`src/rtl/control_multi.sv`:
```
// control_multi -- main control FSM for the multi-cycle MIPS datapath.
// Steps the shared-memory, single-ALU datapath through fetch, decode,
// execute, memory and writeback for R-format, lw, sw, beq and j. Memory
// states wait on mem_ready so slow instruction/data memory can stall it.
// ALUOp is left for the separate ALU control block to decode.
// Optional build macro CONTROL_MULTI_ADDI_EN adds addi (opcode 0x08) via
// states ADDIEX(10) and ADDIWB(11).
module control_multi #(
   parameter bit ILLEGAL_HALT = 1'b1  // 1: unknown opcode halts, 0: skip it
) (
   input  logic       clk,
   input  logic       reset,        // asynchronous, active-low
   input  logic [5:0] opcode,
   input  logic       mem_ready,
   output logic       PCWrite,
   output logic       PCWriteCond,
   output logic       IorD,
   output logic       MemRead,
   output logic       MemWrite,
   output logic       IRWrite,
   output logic       MemtoReg,
   output logic [1:0] PCSource,
   output logic [1:0] ALUOp,
   output logic       ALUSrcA,
   output logic [1:0] ALUSrcB,
   output logic       RegWrite,
   output logic       RegDst,
   output logic [3:0] state,
   output logic       halted
);

   typedef enum logic [3:0] {
      S_FETCH  = 4'd0,
      S_DECODE = 4'd1,
      S_MEMADR = 4'd2,
      S_MEMRD  = 4'd3,
      S_MEMWB  = 4'd4,
      S_MEMWR  = 4'd5,
      S_EXEC   = 4'd6,
      S_RWB    = 4'd7,
      S_BRANCH = 4'd8,
      S_JUMP   = 4'd9,
      S_ADDIEX = 4'd10,
      S_ADDIWB = 4'd11,
      S_HALT   = 4'd15
   } state_t;

   localparam logic [5:0] OP_RTYPE = 6'h00;
   localparam logic [5:0] OP_LW    = 6'h23;
   localparam logic [5:0] OP_SW    = 6'h2B;
   localparam logic [5:0] OP_BEQ   = 6'h04;
   localparam logic [5:0] OP_J     = 6'h02;
   localparam logic [5:0] OP_ADDI  = 6'h08;

   state_t state_q;
   state_t state_d;

   // State register; reset drops straight back to FETCH, even mid-wait.
   always_ff @(posedge clk or negedge reset) begin
      if (!reset) state_q <= S_FETCH;
      else        state_q <= state_d;
   end

   // Next-state and Moore output decode. While reset is low every output is
   // held at 0 so no write enable leaks out before the register clears.
   always_comb begin
      state_d     = state_q;
      PCWrite     = 1'b0;
      PCWriteCond = 1'b0;
      IorD        = 1'b0;
      MemRead     = 1'b0;
      MemWrite    = 1'b0;
      IRWrite     = 1'b0;
      MemtoReg    = 1'b0;
      PCSource    = 2'b00;
      ALUOp       = 2'b00;
      ALUSrcA     = 1'b0;
      ALUSrcB     = 2'b00;
      RegWrite    = 1'b0;
      RegDst      = 1'b0;
      halted      = 1'b0;

      case (state_q)
         S_FETCH: begin
            MemRead = 1'b1;
            ALUSrcB = 2'b01;
            // IR and PC+4 are captured only on the cycle memory answers.
            IRWrite = mem_ready;
            PCWrite = mem_ready;
            if (mem_ready) state_d = S_DECODE;
         end
         S_DECODE: begin
            // Branch target PC + (signext << 2) computed speculatively.
            ALUSrcB = 2'b11;
            case (opcode)
               OP_RTYPE:     state_d = S_EXEC;
               OP_LW, OP_SW: state_d = S_MEMADR;
               OP_BEQ:       state_d = S_BRANCH;
               OP_J:         state_d = S_JUMP;
`ifdef CONTROL_MULTI_ADDI_EN
               OP_ADDI:      state_d = S_ADDIEX;
`endif
               default:      state_d = ILLEGAL_HALT ? S_HALT : S_FETCH;
            endcase
         end
         S_MEMADR: begin
            ALUSrcA = 1'b1;
            ALUSrcB = 2'b10;
            state_d = (opcode == OP_SW) ? S_MEMWR : S_MEMRD;
         end
         S_MEMRD: begin
            MemRead = 1'b1;
            IorD    = 1'b1;
            if (mem_ready) state_d = S_MEMWB;
         end
         S_MEMWB: begin
            RegWrite = 1'b1;
            MemtoReg = 1'b1;
            state_d  = S_FETCH;
         end
         S_MEMWR: begin
            MemWrite = 1'b1;
            IorD     = 1'b1;
            if (mem_ready) state_d = S_FETCH;
         end
         S_EXEC: begin
            ALUSrcA = 1'b1;
            ALUOp   = 2'b10;
            state_d = S_RWB;
         end
         S_RWB: begin
            RegWrite = 1'b1;
            RegDst   = 1'b1;
            state_d  = S_FETCH;
         end
         S_BRANCH: begin
            ALUSrcA     = 1'b1;
            ALUOp       = 2'b01;
            PCWriteCond = 1'b1;
            PCSource    = 2'b01;
            state_d     = S_FETCH;
         end
         S_JUMP: begin
            PCWrite  = 1'b1;
            PCSource = 2'b10;
            state_d  = S_FETCH;
         end
`ifdef CONTROL_MULTI_ADDI_EN
         S_ADDIEX: begin
            ALUSrcA = 1'b1;
            ALUSrcB = 2'b10;
            state_d = S_ADDIWB;
         end
         S_ADDIWB: begin
            RegWrite = 1'b1;
            state_d  = S_FETCH;
         end
`endif
         default: begin
            // HALT, plus any stray encoding, which behaves as HALT and then
            // settles in the real HALT state.
            halted  = 1'b1;
            state_d = S_HALT;
         end
      endcase

      if (!reset) begin
         PCWrite     = 1'b0;
         PCWriteCond = 1'b0;
         IorD        = 1'b0;
         MemRead     = 1'b0;
         MemWrite    = 1'b0;
         IRWrite     = 1'b0;
         MemtoReg    = 1'b0;
         PCSource    = 2'b00;
         ALUOp       = 2'b00;
         ALUSrcA     = 1'b0;
         ALUSrcB     = 2'b00;
         RegWrite    = 1'b0;
         RegDst      = 1'b0;
         halted      = 1'b0;
      end
   end

   assign state = state_q;

endmodule

```
`config.mk`:
```
export PLATFORM = sky130hd
export DESIGN_NAME = control_multi
export DESIGN_NICKNAME = d
export VERILOG_FILES = /design/src/rtl/control_multi.sv
export SDC_FILE = /design/constraint.sdc
export NUM_CORES = 1
export LEC_CHECK = 0
export BUFFER_PORTS_ARGS = -buffer_cell sky130_fd_sc_hd__buf_2
export CORE_MARGIN = 5
export CORE_UTILIZATION = 40
export CTS_CLUSTER_SIZE = 24
export DETAILED_ROUTE_END_ITERATION = 10
export GPL_TIMING_DRIVEN = 0
export HOLD_SLACK_MARGIN = 0.02
export PLACE_DENSITY = 0.8
export SLEW_MARGIN = 20
export SYNTH_ARGS = -nofsm -noshare
export SYNTH_HDL_FRONTEND = slang
export SYNTH_SLANG_ARGS = --single-unit
```
`constraint.sdc`:
```
create_clock -name clk -period 3.68 [get_ports clk]
set_input_delay 0.368 -clock clk [delete_from_list [all_inputs] [get_ports clk]]
set_output_delay 0.368 -clock clk [all_outputs]
set_load 0.01 [all_outputs]
```
# [Yosys cells after proc, flatten, opt, wreduce, memory -nomap -nowiden]
# Index checks and enable logic that the tools add are counted.
[classes] n_eq_ne=16 n_mux=34 n_reduce_logical=10
[ops] op="case mux 4 bit (7 select lines)" count=1
[ops] op="two-way mux 1 bit" count=21
[ops] op="equality test 4 x 3 -> 1 bit, second input constant" count=4
[ops] op="case mux 4 bit (4 select lines)" count=1
[ops] op="equality test 6 bit, second input constant" count=2
[ops] op="two-way mux 4 bit" count=3
[ops] op="OR reduction 10 bit" count=1
[ops] op="equality test 4 x 2 -> 1 bit, second input constant" count=2
[ops] op="equality test 4 bit, second input constant" count=2
[ops] op="case mux 2 bit (2 select lines)" count=2
[ops] op="OR reduction 2 bit" count=4
[ops] op="equality test 6 x 2 -> 1 bit, second input constant" count=1
[ops] op="equality test 6 x 3 -> 1 bit, second input constant" count=1
[ops] op="logical NOT 6 bit" count=1
[ops] op="two-way mux 2 bit" count=3
[ops] op="inequality test 2 bit, second input constant" count=3
[ops] op="case mux 2 bit (3 select lines)" count=1
[ops] op="equality test 4 x 1 -> 1 bit, second input constant" count=1
[ops] op="logical NOT 4 bit" count=1
[ops] op="OR reduction 4 bit" count=1
[ops] op="two-way mux 3 bit" count=1
[ops] op="AND reduction 3 bit" count=1
[ops] op="OR reduction 3 bit" count=1
[ops] op="case mux 1 bit (2 select lines)" count=1
[word_totals] regBits=4 in_bits=9 elab_cells=61

# [Logic depth before layout (Yosys ltp)]
[logic_depth] depth_word=4 depth_mapped=5 ltp_nobuf=4

# [Worst setup path after synthesis]
# OpenSTA, ideal clock, no wires.
[synth_timing] path_kind="reg2out" from="register state_q[1], in the netlist state[1]" to="output PCSource[0]" arrival_time_ns=1.479 path_slack_ns=1.833 path_stages_with_launch=5 path_buffers=3 path_cell_list="dfrtp_1 -> buf_2 -> buf_2 -> nor4_1 -> buf_4"
[synth_between] elab_chain_cells=3 word_cells_on_any_way=4
[synth_lines] element="from (decl)" line_no="55" text="state_t state_q;"
[synth_lines] element="from (signal assigned)" line_no="61" text="else state_q <= state_d;"
[synth_lines] element="equality test 4 bit" line_no="83" text="case (state_q)"
[synth_lines] element="case mux 2 bit (2 select lines) *" line_no="83"
[synth_lines] element="two-way mux 2 bit *" line_no="167" text="if (!reset) begin"
[synth_lines] element="to (decl)" line_no="22" text="output logic [1:0] PCSource,"
# Every way passes the cells marked *; elsewhere a longest branch is shown, timed or not.

# [Worst setup path after layout]
[layout_timing] from="input reset" to="output RegWrite"
[layout_between] elab_chain_cells=1
[layout_lines] element="from (decl)" line_no="12" text="input logic reset,"
[layout_lines] element="two-way mux 1 bit" line_no="167"
[layout_lines] element="to (decl)" line_no="26" text="output logic RegWrite,"
# No other way between the ends.

==> flow_summary.toml <==
[status]
outcome = "complete, no violations"

[routing]
detailedRoute.firstIterationViolations = 7
post_drt_via_cell_ratio = 5.724
dr.pass1.iters = 4
post-route-drc-count = 0
route.vias.total = 704
routed_antenna_nets = 0
post_dr_wirelength_cell_um = 13.67
drt_wl_total_um = 1682

[layout]
drive_above_1_share = 0.4074
seqCellArea_um2 = 100.1
n_antenna_cell = 0
nNetsFinal = 119
layout.filler_cells = 138
layout-area-overhead-vs-synth_pct = 35.68
footprint_of_the_multi_input_gates_um2 = 411.6
largest_register_ff_count = 4
fin_area_um2 = 747.0

[placement]
post-dp-hpwl_um = 1296
pre_cts_slack_ns = 1.912
placedInstanceArea_um2 = 714.4
routability_congestion = 0.7856
port-buffer-count = 29

[timing]
transition_at_the_pin_with_the_smallest_max_transition_slack_ns = 0.5097
slew_violations = 0
period_minus_slack_ns = 2.288
maxSlewHeadroom = 0.6571
f_max_ghz = 0.4371
finalSetupViolations = 0
hold_viol_final = 0
finalCritPeriodShare = 0.6216
unrepaired_setup_endpoints_after_global_routing = "false"
setup-tns-final_ns = 0
timing.clock.skew_ns = 0.005523
final_critical_path_setup_slack_ns = 1.392

[logic_synthesis]
synth_sequential_area_ratio = 0.1818
netlist-cell-type-count = 34
ys_seq_elements = 4
netlist_area_um2 = 550.5
ys.flop_type = "sky130_fd_sc_hd__dfrtp_1"
yosys.area.top_type_share = 0.1818
synthesis.instances = 75
yosys.area.top_type = "sky130_fd_sc_hd__dfrtp_1"
synthesis.yosys.warnings = 0
synth.top_cells.by_area = "sky130_fd_sc_hd__dfrtp_1 18%, sky130_fd_sc_hd__a21oi_1 5.5%, sky130_fd_sc_hd__nor3b_1 5.5%, sky130_fd_sc_hd__nand2_1 4.8%, sky130_fd_sc_hd__nand2b_1 4.5%"
synth.net_count = 84
post-synth-top-count-cell = "sky130_fd_sc_hd__nand2_1"
syn_area_per_cell_um2 = 7.340
async_flop_share = 1.000
synth_common_cells = "7 x sky130_fd_sc_hd__nand2_1, 6 x sky130_fd_sc_hd__a21oi_1, 6 x sky130_fd_sc_hd__nor2_1, 5 x sky130_fd_sc_hd__o21ai_0"
synth-edff-count = 0

[worst_setup_path]
cp.arrival_ns = 1.92
critical_path.slowest_cell = "sky130_fd_sc_hd__dlygate4sd3_1"
regToRegStartpoint = "state[1]$_DFFE_PN0P_"
worstPathRequired_ns = 3.31
crit_path_frequent_cell = "sky130_fd_sc_hd__buf_2"
path_class = "input port to output pin"
endpoint_kind = "output pin"
crit_fanout = 8
worstPathCellList = "dlygate4sd3_1 -> buf_2 -> nor2b_1 -> nand2_1 -> nor3_1 -> or2_2 -> buf_2"
worst_setup_path_start_kind = "input port"
crit_start = "reset"
timing.critical_path.slowest_cell_delay_ns = 0.51

[die]
core_area_um2 = 1301
die_h_um = 47.10
fp-row-count = 13
floorplan.initialDensity = 0.4231
i_o_pins = 30
design.die.area_um2 = 2218
fp.dieW_um = 47.10

[clock_network]
cell_at_the_root_of_the_clock_tree = "sky130_fd_sc_hd__clkbuf_4"
cts.htree.levels = 1
numClockSinks = 4
clk_latency_ns = 0.23
post_cts.repair.setup_buffers = 0
cts_repair_resize_count = 0
cts_buf_count = 3
cts_tree = "built"
clk_pin_slew_ns = 0.04
ctsLongestPathBuffers = 2

[global_routing]
grt-ovfl-total = 0
grt_util_all_layers = 0.1708
vias_in_the_first_global_route = 646
grt_antenna_before_repair = 0
largest_net_degree_at_the_start_of_global_routing = 11
grt_first_pass_wirelength_um = 2746

[job]
cap_violations = 0

[power_and_ir_drop]
powerDensity_nw_per_um2 = 154.3
vdd_drop_max_v = 0.0001326
leakage_nw = 0.3388
power_uw = 115.3

[hold_path]
hold_class = "input port to asynchronous set/reset pin"
## layer usage
layer,vias to the layer above,GRT usage,part of all wire
met4,0,0.06630,0
li1,342,-,-
met5,-,0,0
met1,330,0.2037,0.40
met3,0,0.02299,0.11
met2,32,0.3062,0.49
## stage by stage
stage	cells	hold WS (ns)	utilization
after floorplan	75	0.07241	-
after detailed placement	119	0.2027	0.5490
after global routing	123	0.5021	0.5740
after global placement	119	0.1995	0.5490
final	123	0.4924	0.5740
after CTS	123	0.4832	0.5740
## what timing repair did
| action | 4_1_cts | 5_1_grt |
|---|---|---|
| hold buffers | 1 | 0 |
| hold endpoints to repair | 4 | 0 |
| setup endpoints to repair | 0 | 0 |
## layout make-up
| type | count | share of cell area |
|---|---|---|
| multi-input cells | 64 | 0.5511 |
| repair buffers | 30 | 0.2077 |
| flip-flops and latches | 4 | 0.1340 |
| plain buffers | 6 | 0.04690 |
| clock buffers | 3 | 0.03015 |
| well taps | 15 | 0.02513 |
| inverters | 1 | 0.005025 |
## worst paths after layout
path | to | slack (ns) | cells after the start
min in group clk | state[3]$_DFFE_PN0P_ | 0.49 | 3
worst max register to register | state[2]$_DFFE_PN0P_ | 2.29 | 5
worst min-delay path | state[1]$_DFFE_PN0P_ | 0.49 | 2
max in group asynchronous | state[0]$_DFFE_PN0P_ | 3.03 | 2
worst min register to register | state[3]$_DFFE_PN0P_ | 0.76 | 3
worst max-delay path | RegWrite | 1.39 | 7
## critical path: cells and delay by family
| family | cells | cell delay [ns] |
|---|---|---|
| buffers and inverters | 3 | 0.82 |
| and+or+nand+nor | 4 | 0.73 |
## cells by family after synthesis
group                     Yosys count  synth area share
AOI/OAI and AO/OA                  19            0.2364
xor gates and xnor gates            3           0.04774
buffers and inverters               7           0.07044
DFF                                 4            0.1818
muxes                               1           0.01818
and+or+nand+nor                    41            0.4455
## cells in the final DEF, fill, tap and decap left out, types with 2 or more instances in the layout
master	count
sky130_fd_sc_hd__buf_2	33
sky130_fd_sc_hd__nand2_1	7
sky130_fd_sc_hd__nor2_1	6
sky130_fd_sc_hd__a21oi_1	6
sky130_fd_sc_hd__o21ai_0	5
sky130_fd_sc_hd__nor3_1	4
sky130_fd_sc_hd__nand2b_1	4
sky130_fd_sc_hd__nor3b_1	4
sky130_fd_sc_hd__dfrtp_1	4
sky130_fd_sc_hd__nor4_1	3
sky130_fd_sc_hd__nor2b_1	3
sky130_fd_sc_hd__clkbuf_4	3
sky130_fd_sc_hd__buf_4	2
sky130_fd_sc_hd__xor2_1	2
## report_power, final
part	switching (mW)	leakage, nW	internal (mW)
Combinational	0.0103	0.290	0.00853
Sequential	0	0.0350	0.0443
Clock	0.0159	0.0138	0.0363
Total	0.0262	0.339	0.0891
(Power assumes the default switching activity.)
